[config.mk]
export PLATFORM = sky130hd
export DESIGN_NAME = cwm_load_sched
export DESIGN_NICKNAME = d
export VERILOG_FILES = /design/src/rtl/cwm_load_sched_pkg.sv /design/src/rtl/cwm_chunk_calc.sv /design/src/rtl/cwm_load_sched.sv
export SDC_FILE = /design/constraint.sdc
export NUM_CORES = 1
export LEC_CHECK = 0
export CAP_MARGIN = 20
export CORE_UTILIZATION = 53
export CTS_CLUSTER_SIZE = 10
export DETAILED_ROUTE_END_ITERATION = 8
export DONT_BUFFER_PORTS = 1
export PLACE_DENSITY_LB_ADDON = 0.1
export RECOVER_POWER = 100
export SLEW_MARGIN = 20
export SYNTH_ARGS = -nofsm -noshare
export SYNTH_HDL_FRONTEND = slang
export SYNTH_SLANG_ARGS = --single-unit
[constraint.sdc]
create_clock -name clk -period 8.5 [get_ports clk]
set_clock_uncertainty 0.05 [all_clocks]
set_input_delay 1.7 -clock clk [delete_from_list [all_inputs] [get_ports clk]]
set_output_delay 1.7 -clock clk [all_outputs]
set_load 0.05 [all_outputs]
[src/rtl/cwm_load_sched_pkg.sv]
// Shared definitions for the CWM load scheduler: state encoding and ring
// free-space arithmetic reused by consumer-side occupancy checks.
package cwm_load_sched_pkg;

  localparam logic [1:0] ST_IDLE      = 2'd0;
  localparam logic [1:0] ST_CALC      = 2'd1;
  localparam logic [1:0] ST_ISSUE     = 2'd2;
  localparam logic [1:0] ST_WAIT_DONE = 2'd3;

  typedef enum logic [1:0] {
    IDLE      = ST_IDLE,
    CALC      = ST_CALC,
    ISSUE     = ST_ISSUE,
    WAIT_DONE = ST_WAIT_DONE
  } sched_state_e;

  // Occupancy beyond the ring depth means a misbehaving consumer: report no room.
  function automatic logic [31:0] ring_free(input logic [31:0] used, input logic [31:0] depth);
    return (used > depth) ? 32'd0 : depth - used;
  endfunction

endpackage

[src/rtl/cwm_chunk_calc.sv]
// Chunk sizing for the CWM load scheduler: min(remaining, max chunk, rows to wrap)
// checked against ring free space; the chosen size is registered on load.
module cwm_chunk_calc
  import cwm_load_sched_pkg::*;
#(
  parameter  int CWM_DEPTH      = 4096,
  parameter  int MAX_CHUNK_ROWS = 256,
  localparam int AW             = $clog2(CWM_DEPTH)
) (
  input  logic          clk,
  input  logic          rstn,
  input  logic          load,
  input  logic [31:0]   rem,
  input  logic [AW:0]   wr_ptr,
  input  logic [AW:0]   rd_ptr,
  output logic          fits,
  output logic [31:0]   want,
  output logic [31:0]   chunk
);

  logic [AW:0] used;
  logic [31:0] free, to_wrap, cap;

  always_comb begin
    used    = wr_ptr - rd_ptr;
    free    = ring_free(32'(used), 32'(CWM_DEPTH));
    to_wrap = 32'(CWM_DEPTH) - 32'(wr_ptr[AW-1:0]);
    cap     = (32'(MAX_CHUNK_ROWS) < to_wrap) ? 32'(MAX_CHUNK_ROWS) : to_wrap;
    want    = (rem < cap) ? rem : cap;
    fits    = (free >= want);
  end

  always_ff @(posedge clk or negedge rstn) begin
    if (!rstn)     chunk <= '0;
    else if (load) chunk <= want;
  end

endmodule

[src/rtl/cwm_load_sched.sv]
// Ring-buffer weight-load scheduler: splits descriptors into DMA chunks for the
// DRAM-to-chip mover. Optional watchdog under macro CWM_SCHED_TIMEOUT_EN.
module cwm_load_sched
  import cwm_load_sched_pkg::*;
#(
  parameter  int CWM_DEPTH      = 4096,
  parameter  int ROW_BYTES      = 128,
  parameter  int MAX_CHUNK_ROWS = 256,
  parameter  int TIMEOUT_CYCLES = 65535,
  localparam int AW             = $clog2(CWM_DEPTH)
) (
  input  logic          clk,
  input  logic          rstn,
  input  logic          clr,
  input  logic          desc_valid,
  output logic          desc_ready,
  input  logic [31:0]   desc_d_addr,
  input  logic [31:0]   desc_n_rows,
  output logic          desc_done,
  input  logic [AW:0]   rd_ptr,
  output logic          start_pulse,
  output logic [31:0]   d_addr,
  output logic [31:0]   c_addr,
  output logic [31:0]   n_bytes,
  input  logic          done_pulse,
  output logic [AW:0]   wr_ptr_issued,
  output logic          busy,
  output logic          err
);

  sched_state_e state, state_nxt;
  logic [31:0]  cur_d, rem, want, chunk;
  logic         fits, last;

  cwm_chunk_calc #(.CWM_DEPTH(CWM_DEPTH), .MAX_CHUNK_ROWS(MAX_CHUNK_ROWS)) u_calc (
    .clk    (clk),
    .rstn   (rstn),
    .load   (state == CALC && fits),
    .rem    (rem),
    .wr_ptr (wr_ptr_issued),
    .rd_ptr (rd_ptr),
    .fits   (fits),
    .want   (want),
    .chunk  (chunk)
  );

  assign last       = (rem == chunk);
  assign desc_ready = (state == IDLE);
  assign busy       = (state != IDLE);

`ifdef CWM_SCHED_TIMEOUT_EN
  logic [31:0] to_cnt;
  logic        to_hit;
  assign to_hit = (state == WAIT_DONE) && !done_pulse && (to_cnt == 32'(TIMEOUT_CYCLES - 1));

  always_ff @(posedge clk or negedge rstn) begin
    if (!rstn) begin
      to_cnt <= '0;
      err    <= 1'b0;
    end else begin
      to_cnt <= (state == WAIT_DONE) ? to_cnt + 32'd1 : 32'd0;
      if (to_hit)                     err <= 1'b1;
      else if (state == IDLE && clr)  err <= 1'b0;
    end
  end
`else
  logic to_hit;
  assign to_hit = 1'b0;
  assign err    = 1'b0;
`endif

  always_ff @(posedge clk or negedge rstn) begin
    if (!rstn) state <= IDLE;
    else       state <= state_nxt;
  end

  always_comb begin
    state_nxt = state;
    case (state)
      IDLE:      if (desc_valid && desc_n_rows != 32'd0) state_nxt = CALC;
      CALC:      if (fits) state_nxt = ISSUE;
      ISSUE:     state_nxt = WAIT_DONE;
      WAIT_DONE: if (done_pulse) state_nxt = last ? IDLE : CALC;
                 else if (to_hit) state_nxt = IDLE;
      default:   state_nxt = IDLE;
    endcase
  end

  // Mover outputs are loaded at the CALC->ISSUE decision so they are valid
  // alongside start_pulse and hold until the next chunk is chosen.
  always_ff @(posedge clk or negedge rstn) begin
    if (!rstn) begin
      cur_d         <= '0;
      rem           <= '0;
      wr_ptr_issued <= '0;
      start_pulse   <= 1'b0;
      desc_done     <= 1'b0;
      d_addr        <= '0;
      c_addr        <= '0;
      n_bytes       <= '0;
    end else begin
      start_pulse <= 1'b0;
      desc_done   <= 1'b0;
      case (state)
        IDLE: begin
          if (clr) wr_ptr_issued <= '0;
          if (desc_valid) begin
            cur_d <= desc_d_addr;
            rem   <= desc_n_rows;
            if (desc_n_rows == 32'd0) desc_done <= 1'b1;
          end
        end
        CALC: if (fits) begin
          start_pulse <= 1'b1;
          d_addr      <= cur_d;
          c_addr      <= 32'(wr_ptr_issued[AW-1:0]);
          n_bytes     <= want * 32'(ROW_BYTES);
        end
        WAIT_DONE: if (done_pulse) begin
          wr_ptr_issued <= wr_ptr_issued + chunk[AW:0];
          cur_d         <= cur_d + chunk * 32'(ROW_BYTES);
          rem           <= rem - chunk;
          if (last) desc_done <= 1'b1;
        end
        default: ;
      endcase
    end
  end

endmodule

==> metrics.md <==
| Metric | Value |
|---|---|
| Routed WL per cell | `approximately 19 µm` |
| RSZ-0062 raised after global routing | `no` |
| Failing checks | `capacitance limit, slew limit` |
| Drt first pass iters | `5` |
| Yosys warns | `0` |
| Most common cell after layout, fill and taps aside | `dfrtp_1` |
| Post-synthesis async set-or-reset flop share | `1.00` |
| PwrDens | `approximately 270 nW/µm²` |
| Outcome | `finished, violations left` |
| Global placer's final weighted congestion | `0.876` |
| Register area share after synthesis | `0.322` |
| Measured slew at the worst slew-check pin | `~3.2 ns` |
| Clock root buffer | `clkbuf_16` |
| CTS Hold Bufs | `0` |
| Tcrit/Tclk final | `0.897` |
| Final wirelength | `32.2 mm` |
| Die width | `~150 µm` |
| H-tree levels | `4` |
| Hold Slack | `approximately 0.45 ns` |
| Clock-pin slew on the worst setup and hold paths | `about 0.07 ns` |
| Resized cells post-CTS | `0` |
| Clock sink count | `157` |
| Final setup viols | `0` |
| Ys flop type | `dfrtp_1` |
| Largest net degree at the start of global routing | `~160` |
| I/O pins | `about 200` |
| Worst-skew pair later-pin latency | `about 0.43 ns` |
| Core ar. | `about 23000 µm²` |
| Setup TNS | `0 ns` |
| Vias in the first global route | `~9600` |
| CTS Buf Count | `17` |
| Setup bufs post-CTS | `0` |
| Crit. Startpoint | `wr_ptr_issued[0]` |
| Register Area | `between 3000 and 4000 µm²` |
| Crit. End Element | `flip-flop` |
| GRT Max-Usage Layer | `met2` |
| Dpl ws | `0.856 ns` |
| Synth Cell Area | `12200 µm²` |
| Setup ws final | `a little under 0.9 ns` |
| Critical Path Start Type | `flip-flop` |
| Vert. Die Dim | `154 µm` |
| Placed Cells | `between 1500 and 2000` |
| Slew headroom | `-1.17` |
| Pins Over Slew Limit | `between 100 and 150` |
| CTS tree | `done` |
| Worst hold-check path type | `reg -> reg` |
| GR Util met1 | `0.347` |
| Post-route cell area | `~13000 µm²` |
| Post-layout util | `0.568` |
| Synth Instances | `1381` |
| DR vias/cell | `approximately 5.9` |
| Final net count | `about 1600` |
| Final hold violations | `0` |
| Die ar. | `~24000 µm²` |
| Row count | `between 50 and 60` |
| Worst Path Required | `8.76 ns` |
| Crit-path max cell delay | `0.86 ns` |
| DR DRC count | `0` |
| Max VDD drop | `between 150 and 200 µV` |
| Met2 GRT Util | `0.491` |
| Crit path kind | `reg -> reg` |
| Cell repeated most along the worst path | `ha_1` |
| Pleak | `~6.3 nW` |
| Worst hold start | `u_calc.chunk[29]` |
| CTS max path bufs | `2` |
| Crit path buffers/inverters | `4` |
| Synth Register Bits | `~160` |
| Via Count | `a little under 10000` |
| CP Data Arrival Time | `7.88 ns` |
| EDFF count, synth | `0` |
| Crit Path Max Fanout | `73` |
| Layout cell share with drive strength beyond 1 | `0.0787` |
| Antenna violations before repair | `1` |
| Initial DRC Count | `roughly 520` |
| Area Overhead vs Synth | `5.15%` |
| Initial core utilization | `0.540` |
| Slowest stage cell on the critical path | `a2111oi_0` |
| Placed instance area | `12200 µm²` |
| Post-route antenna net violation count | `0` |
| Fill cells | `roughly 2100` |
| Library cells used by synthesis | `approximately 70` |
| Post-DP HPWL | `about 24 mm` |
| First-pass GRT wire length | `slightly above 50 mm` |
| Max Cap Viol | `3` |
| Remaining Overflow, GRT | `0` |
| Min Tclk post-route | `approximately 7.6 ns` |
| I/O Buffers | `0` |
| Met3 Use GR | `0.0592` |
| CP delay by family, top | `compound AO/OA/AOI/OAI gates` |
| Global Route Usage Sum | `0.280` |
| Reg-to-reg startpoint | `wr_ptr_issued[0]` |
| Max frequency | `around 0.13 GHz` |
| Syn_area_per_cell | `just under 9 µm²` |
| Multi-input gate area | `approximately 7500 µm²` |
| Commonest cells after routing, fill and taps aside | `dfrtp_1, ha_1, a21oi_1` |
| Overall Power | `3.42 mW` |
| Fin cells | `1658` |
==> synthesized netlist by cell type, types with 14 or more instances <==
library cell    n  area [µm²]
nor2b_1        20         125
a21oi_1       120         601
o21a_1         17         128
nor2_1         92         345
nand2_1       118         443
nand4_1        23         144
a21o_1         39         293
nor4_1         18         113
o21ai_0        84         420
nor3_1         20         100
xnor2_1        39         342
a31oi_1        14        87.6
mux2i_1        26         260
xor2_1         27         236
nand3_1        20         100
clkbuf_1       39         146
and3_1         17         106
ha_1          128        1600
buf_4          53         398
mux2_2         52         586
dfrtp_1       157        3930
inv_1          87         327
==> where the power goes <==
group          leakage [nW]  internal [mW]  switching (mW)
clock                 0.278          0.417           0.352
combinational          4.04          0.613           0.967
sequential             1.96          0.909           0.157
total                  6.28           1.94            1.48
==> tightest hold or removal path: stages (launching register included) <==
cell and delay, ns:
dfrtp_1 0.32, inv_1 0.05, nor2_1 0.09
==> path summary, 6_finish.rpt <==
kind / to / slack, ns / cells past startpoint
worst max register to register: u_calc.chunk[28] / 0.88 / 26
worst max-delay path: u_calc.chunk[28] / 0.88 / 26
worst min register to register: u_calc.chunk[29] / 0.45 / 2
max in group asynchronous: cur_d[15] / 7.18 / 0
worst min-delay path: u_calc.chunk[29] / 0.45 / 2
min in group asynchronous: d_addr[0] / 0.91 / 0
==> cells by family (layout without fill, tap and decap cells) <==
group / Yosys count / in the layout / share of synthesized area
XOR/XNOR: 66 / 66 / 0.0474
buffers and inverters: 186 / 128 / 0.0742
flip-flops: 157 / 157 / 0.322
other: 2 / 52 / 0.000616
multiplexers: 78 / 78 / 0.0694
AO/OA/AOI/OAI: 374 / 374 / 0.192
AND/OR/NAND/NOR: 386 / 386 / 0.156
adder cells (fa/ha/maj): 132 / 132 / 0.138
==> layer usage <==
layer | part of all wire | wire length, µm
met5 | 0 | 0
met4 | 0.018 | 565
met3 | 0.061 | 1970
met2 | 0.49 | 15900
met1 | 0.43 | 13800
==> registers in the layout, summed over array words and instances (netlist names) <==
name           flops
state              2
start_pulse        1
wr_ptr_issued     13
cur_d             32
d_addr            32
u_calc.chunk      32
desc_done          1
rem               32
c_addr            12
==> final cells by class <==
class                           instances  share of cell area
Multi-Input combinational cell       1087               0.589
Sequential cell                       157               0.307
Clock buffer                           19              0.0338
Tap cell                              285              0.0278
Inverter                               87              0.0255
Clock inverter                         13              0.0115
Timing Repair Buffer                    9             0.00537
Antenna cell                            1            0.000195
Note: power is estimated with default switching activity, not from simulation.
